==> src/rtl/cla_arb_pkg.sv <==
// Shared types and helpers for the round-robin arbitrated carry-lookahead adder.
package cla_arb_pkg;

  typedef enum logic [1:0] {IDLE, EXEC, RESP} cla_arb_state_t;

  // Requester-ID width; never zero, even for a single requester.
  function automatic int id_width(input int n);
    return (n > 1) ? $clog2(n) : 1;
  endfunction

endpackage

==> src/rtl/carry_lookahead_adder.sv <==
// Unsigned WIDTH-bit carry-lookahead adder; sum_o carries the carry-out in its MSB.
module carry_lookahead_adder #(
  parameter int WIDTH = 3
) (
  input  logic [WIDTH-1:0] a_i,
  input  logic [WIDTH-1:0] b_i,
  output logic [WIDTH:0]   sum_o
);

  logic [WIDTH-1:0] gen;
  logic [WIDTH-1:0] prop;
  logic [WIDTH:0]   carry;

  assign gen  = a_i & b_i;
  assign prop = a_i ^ b_i;

  // NOTE: combinational blocks use blocking '=' so each carry sees the one
  // computed just before it; carry[0] is assigned first so no latch is inferred.
  always_comb begin
    carry[0] = 1'b0;
    for (int i = 0; i < WIDTH; i++) begin
      carry[i+1] = gen[i] | (prop[i] & carry[i]);
    end
  end

  assign sum_o = {carry[WIDTH], prop ^ carry[WIDTH-1:0]};

endmodule

==> src/rtl/cla_adder_arbiter.sv <==
// Round-robin arbiter sharing one carry_lookahead_adder among NUM_REQ requesters.
// Optional sticky adder self-check is built when CLA_ARB_SELFCHECK_EN is defined.
module cla_adder_arbiter
  import cla_arb_pkg::*;
#(
  parameter  int WIDTH   = 3,
  parameter  int NUM_REQ = 4,
  localparam int ID_W    = id_width(NUM_REQ)
) (
  input  logic                     i_clk,
  input  logic                     i_rst_n,
  input  logic [NUM_REQ-1:0]       i_req_valid,
  input  logic [NUM_REQ*WIDTH-1:0] i_req_a,
  input  logic [NUM_REQ*WIDTH-1:0] i_req_b,
  output logic [NUM_REQ-1:0]       o_req_ready,
  output logic                     o_rsp_valid,
  output logic [WIDTH:0]           o_rsp_sum,
  output logic [ID_W-1:0]          o_rsp_id,
  input  logic                     i_rsp_ready,
  output logic                     o_err
);

  cla_arb_state_t   state_q;
  logic [ID_W-1:0]  rr_ptr_q, rr_ptr_d;
  logic [WIDTH-1:0] a_q, b_q;
  logic [ID_W-1:0]  id_q;
  logic             rsp_valid_q;
  logic [WIDTH:0]   rsp_sum_q;
  logic [ID_W-1:0]  rsp_id_q;
  logic [WIDTH:0]   adder_sum;
  logic             pick_hit;
  logic [ID_W-1:0]  pick_id;
  logic             accept;

  // First asserted valid at or above ptr, wrapping past NUM_REQ-1; returns {hit, id}.
  function automatic logic [ID_W:0] rr_pick(input logic [NUM_REQ-1:0] valid,
                                            input logic [ID_W-1:0]    ptr);
    int              idx;
    logic            hit;
    logic [ID_W-1:0] win;
    hit = 1'b0;
    win = '0;
    for (int i = 0; i < NUM_REQ; i++) begin
      idx = int'(ptr) + i;
      if (idx >= NUM_REQ) idx = idx - NUM_REQ;
      if (!hit && valid[idx]) begin
        hit = 1'b1;
        win = ID_W'(idx);
      end
    end
    return {hit, win};
  endfunction

  assign {pick_hit, pick_id} = rr_pick(i_req_valid, rr_ptr_q);
  assign accept   = (state_q == IDLE) && pick_hit;
  assign rr_ptr_d = (pick_id == ID_W'(NUM_REQ - 1)) ? '0 : pick_id + 1'b1;

  // Grant is suppressed while reset is held so no requester sees a false accept.
  assign o_req_ready = (accept && i_rst_n) ? (NUM_REQ'(1) << pick_id) : '0;

  carry_lookahead_adder #(.WIDTH(WIDTH)) u_adder (
    .a_i   (a_q),
    .b_i   (b_q),
    .sum_o (adder_sum)
  );

`ifdef CLA_ARB_SELFCHECK_EN
  logic err_q;
  assign o_err = err_q;
`else
  assign o_err = 1'b0;
`endif

  // NOTE: sequential state uses non-blocking '<=' so every register samples
  // pre-edge values; the operand registers are few enough to reset explicitly.
  always_ff @(posedge i_clk or negedge i_rst_n) begin
    if (!i_rst_n) begin
      state_q     <= IDLE;
      rr_ptr_q    <= '0;
      a_q         <= '0;
      b_q         <= '0;
      id_q        <= '0;
      rsp_valid_q <= 1'b0;
      rsp_sum_q   <= '0;
      rsp_id_q    <= '0;
`ifdef CLA_ARB_SELFCHECK_EN
      err_q       <= 1'b0;
`endif
    end else begin
      case (state_q)
        IDLE: begin
          if (accept) begin
            a_q      <= i_req_a[pick_id*WIDTH +: WIDTH];
            b_q      <= i_req_b[pick_id*WIDTH +: WIDTH];
            id_q     <= pick_id;
            rr_ptr_q <= rr_ptr_d;
            state_q  <= EXEC;
          end
        end
        EXEC: begin
          rsp_sum_q   <= adder_sum;
          rsp_id_q    <= id_q;
          rsp_valid_q <= 1'b1;
          state_q     <= RESP;
`ifdef CLA_ARB_SELFCHECK_EN
          if (adder_sum != ({1'b0, a_q} + {1'b0, b_q})) err_q <= 1'b1;
`endif
        end
        RESP: begin
          if (i_rsp_ready) begin
            rsp_valid_q <= 1'b0;
            state_q     <= IDLE;
          end
        end
        default: state_q <= IDLE;
      endcase
    end
  end

  assign o_rsp_valid = rsp_valid_q;
  assign o_rsp_sum   = rsp_sum_q;
  assign o_rsp_id    = rsp_id_q;

endmodule
==> config.mk <==
export PLATFORM = sky130hd
export DESIGN_NAME = cla_adder_arbiter
export DESIGN_NICKNAME = d
export VERILOG_FILES = /design/src/rtl/cla_arb_pkg.sv /design/src/rtl/carry_lookahead_adder.sv /design/src/rtl/cla_adder_arbiter.sv
export SDC_FILE = /design/constraint.sdc
export NUM_CORES = 1
export LEC_CHECK = 0
export BUFFER_PORTS_ARGS = -buffer_cell sky130_fd_sc_hd__clkbuf_2
export CORE_AREA = 2 2 67 69
export CTS_CLUSTER_SIZE = 8
export DETAILED_ROUTE_END_ITERATION = 10
export DIE_AREA = 0 0 69 71
export PLACE_DENSITY_LB_ADDON = 0.08
export SYNTH_ARGS = -nofsm -noshare
export SYNTH_HDL_FRONTEND = slang
export SYNTH_SLANG_ARGS = --single-unit
==> constraint.sdc <==
create_clock -name i_clk -period 2 [get_ports i_clk]
set_clock_uncertainty 0.05 [all_clocks]
set_input_delay 0.6 -clock i_clk [delete_from_list [all_inputs] [get_ports i_clk]]
set_output_delay 0.6 -clock i_clk [all_outputs]
set_load 0.01 [all_outputs]
### Word level (Yosys, flattened, before mapping)

Cells that the tools add are included.
Widths: inputs -> output; s select.

| operators by class | value |
|---|---|
| multiplexer cells | 31 |
| reductions and logical operators | 13 |
| shift operators | 3 |
| equal/unequal tests | 5 |
| add/sub/neg operators | 8 |
| div/mod/pow operators | 0 |
| order comparisons | 8 |
| multiply operators | 1 |
| bitwise operators | 7 |

Operators by type and width:

| kind | number |
|---|---|
| $lt 32x4->1 const B | 4 |
| $mux 32 | 4 |
| $shiftx 12x5->3 | 2 |
| $mux 2 | 7 |
| $mux 1 | 13 |
| $sub 3x3->4 const B | 3 |
| $ge 3x3->1 const B | 3 |
| $bmux 1 s2 | 4 |
| $add 2x2->3 const B | 2 |
| $pmux 2 s3 | 1 |
| $reduce_and 2->1 | 3 |
| $xor 3x3->3 | 2 |
| $logic_and 1x1->1 | 5 |
| $eq 2x2->1 const B | 2 |
| $mul 2x2->4 const B | 1 |
| $mux 4 | 1 |
| $ne 2x2->1 const B | 2 |
| $shl 1x2->4 const A | 1 |
| $sub 2x3->4 const B | 1 |
| $add 2x1->3 const B | 1 |
| $and 3x3->3 | 1 |
| $ge 2x3->1 const B | 1 |
| $logic_not 1->1 | 3 |
| $add 2x1->2 const B | 1 |
| 6 further kinds | 8 |

| word-level totals | value |
|---|---|
| register bits | 19 |
| ROM bits | 0 |
| latch bits | 0 |
| memory bits (writable) | 0 |
| bits of input ports | 31 |
| word-level logic and storage cells | 84 |
| memories kept | 0 |

### Logic depth before layout (Yosys ltp)

| depth | value |
|---|---|
| depth after elaboration | 18 |
| depth in mapped cells | 7 |
| depth with buffers taken out | 6 |

### By module

Synthesis repeated with hierarchy kept, for this count alone.

| second synthesis, totals | value |
|---|---|
| cells, all modules | 109 |
| area, all modules | 1172.4 µm² |

Modules (own cells, without submodules):

| module | sequential area each (µm²) | cells an instance | times used | area an instance (µm²) |
|---|---|---|---|---|
| cla_adder_arbiter | 475.5 | 101 | 1 | 1101.1 |
| carry_lookahead_adder | 0.0 | 8 | 1 | 71.3 |

### Least setup slack after synthesis

Ideal clock, no wire load.

| timing path | value |
|---|---|
| kind | input to output |
| start | in i_req_valid[0] |
| end | out o_req_ready[1] |
| data required time | 1350 ps |
| cell stages on the path | 7 |
| slack | -287 ps |
| arrival time | 1637 ps |
| cell sequence | nor4_1 > or3_1 > buf_2 > inv_2 > buf_4 > nand2_1 > nor3b_1 |

| between the ends | value |
|---|---|
| longest elaborated chain between the ends | 16 |

RTL lines:

| what | line | source |
|---|---|---|
| start: declaration | cla_adder_arbiter.sv:12 | `input logic [NUM_REQ-1:0] i_req_valid,` |
| $bmux 1 s2 | cla_adder_arbiter.sv:46 | `if (!hit && valid[idx]) begin` |
| $mux 1 (implied by the code) (2 in a row) | cla_adder_arbiter.sv:46 |  |
| $mux 1 | cla_adder_arbiter.sv:46 |  |
| $logic_not 1->1 | cla_adder_arbiter.sv:46 |  |
| $logic_and 1x1->1 | cla_adder_arbiter.sv:46 |  |
| $mux 1 | cla_adder_arbiter.sv:46 |  |
| $logic_not 1->1 | cla_adder_arbiter.sv:46 |  |
| $logic_and 1x1->1 | cla_adder_arbiter.sv:46 |  |
| $mux 1 | cla_adder_arbiter.sv:46 |  |
| $logic_not 1->1 | cla_adder_arbiter.sv:46 |  |
| $logic_and 1x1->1 | cla_adder_arbiter.sv:46 |  |
| $mux 1 | cla_adder_arbiter.sv:46 |  |
| $logic_and 1x1->1 | cla_adder_arbiter.sv:55 | `assign accept = (state_q == IDLE) && pick_hit;` |
| $logic_and 1x1->1 | cla_adder_arbiter.sv:59 | `assign o_req_ready = (accept && i_rst_n) ? (NUM_REQ'(1) << pick_id) : '0;` |
| $mux 4 * | cla_adder_arbiter.sv:59 |  |
| end: declaration | cla_adder_arbiter.sv:15 | `output logic [NUM_REQ-1:0] o_req_ready,` |

Every way passes the cells marked *; elsewhere a longest branch is shown, timed or not. The select of a mux whose other input is x is not followed.

### Worst setup path in the final report

| timing path | value |
|---|---|
| start | reg rr_ptr_q[1] |
| end | out o_req_ready[1] |

| between the ends | value |
|---|---|
| longest elaborated chain between the ends | 18 |

RTL lines:

| what | line | source |
|---|---|---|
| start: declaration | cla_adder_arbiter.sv:24 | `logic [ID_W-1:0] rr_ptr_q, rr_ptr_d;` |
| start signal: assignment | cla_adder_arbiter.sv:96 | `rr_ptr_q <= rr_ptr_d;` |
| parallel branches: the longest is 17 deep, another holds $sub 3x3->4 | n/a |  |
| $mux 4 * | cla_adder_arbiter.sv:59 |  |

Every way passes the cells marked *. The select of a mux whose other input is x is not followed.

==> reports/metrics.csv <==
stage,metric,value,unit
status,outcome,finished with violations,
status,failing checks,setup timing,
cts,clk buf depth,2,
logic_synthesis,distinct cell type count after synthesis,34,
cts,H-tree Lvls,1,
critical_path,crit-path max cell delay,470,ps
finish,"non-filler cells, final",220,
detailed_routing,post-route ant nets,0,
logic_synthesis,"Seq/Total Area, Yosys",0.424,
floorplan,num ports,43,
finish,# nets final,203,
finish,Final Cell Area,1710,µm²
detailed_routing,via count,1009,
place,Final Wtd Congestion,0.760,
critical_path,CP bufs+invs,3,
detailed_routing,detailed router's first-iteration violation count,41,
critical_path,worst setup path endpoint,o_req_ready[1],
global_route,largest net degree at the start of global routing,20,
floorplan,Initial Util,0.267,
cts,total CTS buffers,3,
place,placed cell area,1500,µm²
finish,ratio of cells with drive above 1 in the final layout,0.548,
floorplan,Die Y,71,µm
sta,worst hold slack,340,ps
sta,period utilization,1.13,
sta,RSZ-0062 raised after global routing,yes,
place,DP Cell Count,212,
critical_path,worst-path cell chain,buf_6 -> nand2_2 -> a21o_1 -> nand2_4 -> buf_6 -> nor3b_2 -> buf_2,
global_route,met3 Use GR,0.0157,
global_route,met2 GRT Util,0.214,
critical_path,Reg2Reg Depth,7,
cts,Worst-path clk slew,70,ps
critical_path,Critical Path AT,1620,ps
floorplan,# rows,24,
global_route,number of global-route vias before repair,1052,
critical_path,Worst path most repeated cell,buf_6,
critical_path,Worst setup SP type,register,
finish,# fillers,438,
logic_synthesis,post-synthesis mux area share,0.126,
logic_synthesis,register bit total from synthesis,19,
logic_synthesis,Compound-Gate Fraction of Synth Area,0.195,
cts,CTS root buf,clkbuf_8,
job,max_cap viols,0,
cts,clk_lat worst skew,250,ps
floorplan,die span in x,69,µm
finish,Area Overhead vs Synth,52.5,%
sta,final hold vios,0,
finish,Finished Core Util,0.407,
place,Buffers on Ports,41,
critical_path,crit-path leading delay family,flip-flops,
logic_synthesis,syn_nets,142,
global_route,initial antenna violation count,0,
logic_synthesis,Mapped Area,1120,µm²
power,cell leakage power,0.833,nW
critical_path,WP data required,1350,ps
logic_synthesis,post-synthesis cell count,108,
critical_path,CP Launch Point,rr_ptr_q[1]$_DFFE_PN0P_,
sta,endpoints failing setup,4,
detailed_routing,Pre-antenna DRT Iters,2,
cts,Sink Count,19,
power,P per Cell Area,1340,nW/µm²
logic_synthesis,Adder-Cell Fraction of Synth Area,0.0468,
sta,worst setup margin,-269,ps
finish,"most common cell after layout, fill and taps aside",clkbuf_2,
logic_synthesis,Post-synth EDFFs,0,
sta,Max Fclk,441,MHz
critical_path,register-to-register path setup slack,110,ps
critical_path,Reg2Reg Launch Point,rr_ptr_q[1]$_DFFE_PN0P_,
critical_path,Crit path depth,7,
global_route,"Remaining Overflow, GRT",0,
place,Place WS,-294,ps
sta,Final Max Slew Viols,0,
sta,Final TNS setup,-982,ps
power,"IR drop worst, VDD",0.459,mV
hold_path,Hold Path Class,in -> async,
logic_synthesis,Synth Warn #,0,
detailed_routing,DR WL/cell,12.9,µm
logic_synthesis,top_reg_cell synth,dfrtp_1,
floorplan,die area,4900,µm²
finish,"commonest cells after routing, fill and taps aside","34 x clkbuf_2, 18 x dfrtp_1, 18 x buf_4, 12 x nand3_1, 10 x o21ai_0",
detailed_routing,number of remaining DRC errors,0,
cts,TritonCTS clock tree,yes,
place,post-detail-place hpwl,2260,µm
logic_synthesis,Synth Area in Simple Gates,0.139,
logic_synthesis,synthesized area per cell,10.4,µm²
critical_path,worst-path maximum fanout,4,
global_route,all-layer global routing usage,0.123,
power,Pwr Total,2.30,mW
sta,fin crit period,2270,ps
logic_synthesis,xor-xnor portion of the synthesized cell area,0.00780,
finish,Seq. cell area,477,µm²
critical_path,CP endpoint kind,primary output,
floorplan,core area,4200,µm²
critical_path,RR Endpoint,a_q[2]$_DFFE_PN0P_,
finish,multi-input logic area,667,µm²
critical_path,Crit-path slowest cell,dfrtp_2,
logic_synthesis,Post-synth ARST share,1.00,
detailed_routing,Via-to-Cell Ratio,4.59,
critical_path,WS Path Type,reg -> out,
global_route,met1 Resource Use GR,0.153,
cts,Hold Buf Count CTS,0,
logic_synthesis,largest family of logic cells by synthesized area,compound AO/OA/AOI/OAI gates,
finish,diode count,0,
global_route,grt peak-use layer,met2,
detailed_routing,Total Routed Length,2840,µm
global_route,wire length of the first global-routing pass,4800,µm
## where the power goes
group          switching (mW)  leakage, nW  internal (mW)
registers               0.139        0.221          0.585
clock network           0.130       0.0255          0.138
logic                   0.603        0.586          0.705
## cells by family (layout without fill, tap and decap cells)
family	count (synthesis)	in the layout
xor+xnor	1	1
flops	19	19
mux	11	11
compound gates	30	30
simple gates	31	31
buf+inv	12	72
other cells	1	1
fa+ha+maj	3	3
## Yosys cell counts (2+ instances only)
master    number  area [µm²]
fa_1           2        40.0
o221a_1        6        67.6
mux2_4         5        75.1
dfrtp_1       19         475
o21ai_0       10        50.1
mux2_2         4        45.0
nor3b_1        2        15.0
inv_1          5        18.8
a21o_1         4        30.0
nand2_1        6        22.5
buf_4          3        22.5
a21oi_1        5        25.0
nor2_1         3        11.3
nand2b_1       2        12.5
nand3_1       13        65.1
## how the worst min path moves through the flow
stage,startpoint,to,slack (ps)
after floorplan,i_rst_n,a_q[0]$_DFFE_PN0P_,250
after global placement,o_rsp_sum[2]$_DFFE_PN0P_,o_rsp_sum[2]$_DFFE_PN0P_,410
after detailed placement,id_q[0]$_DFFE_PN0P_,id_q[0]$_DFFE_PN0P_,430
after CTS,i_rst_n,o_rsp_sum[3]$_DFFE_PN0P_,350
after global routing,i_rst_n,o_rsp_id[0]$_DFFE_PN0P_,380
final,i_rst_n,id_q[0]$_DFFE_PN0P_,340
## flip-flops by register name, summed over array words and instances (netlist names)
register and cells:
state_q 2, rr_ptr_q 2, a_q 3, id_q 2, b_q 3, o_rsp_valid 1
o_rsp_sum 4, o_rsp_id 2
## metal layers
| metal | wire length, µm | part of all wire | up-vias |
|---|---|---|---|
| li1 | - | - | 515 |
| met1 | 1250 | 0.44 | 465 |
| met2 | 1420 | 0.50 | 27 |
| met3 | 128 | 0.045 | 2 |
| met4 | 33 | 0.012 | 0 |
| met5 | 0 | 0 | - |
## area by class of cell
cell class / instances / area share
multi-input combinational: 77 / 0.390
clock buffer: 3 / 0.0241
clock inverter: 1 / 0.00292
inverter: 6 / 0.0146
tap: 52 / 0.0380
timing repair buffer: 62 / 0.252
sequential: 19 / 0.279
## what timing repair did
item / in CTS / in global routing
gates resized for setup: 20 / 5
endpoints found under the setup margin: 4 / 10
pin swaps: 7 / 3
setup buffers: 6 / 1
cloned: 0 / 0
endpoints found under the hold margin: 0 / 0
Power figures use the tool's default switching activity.
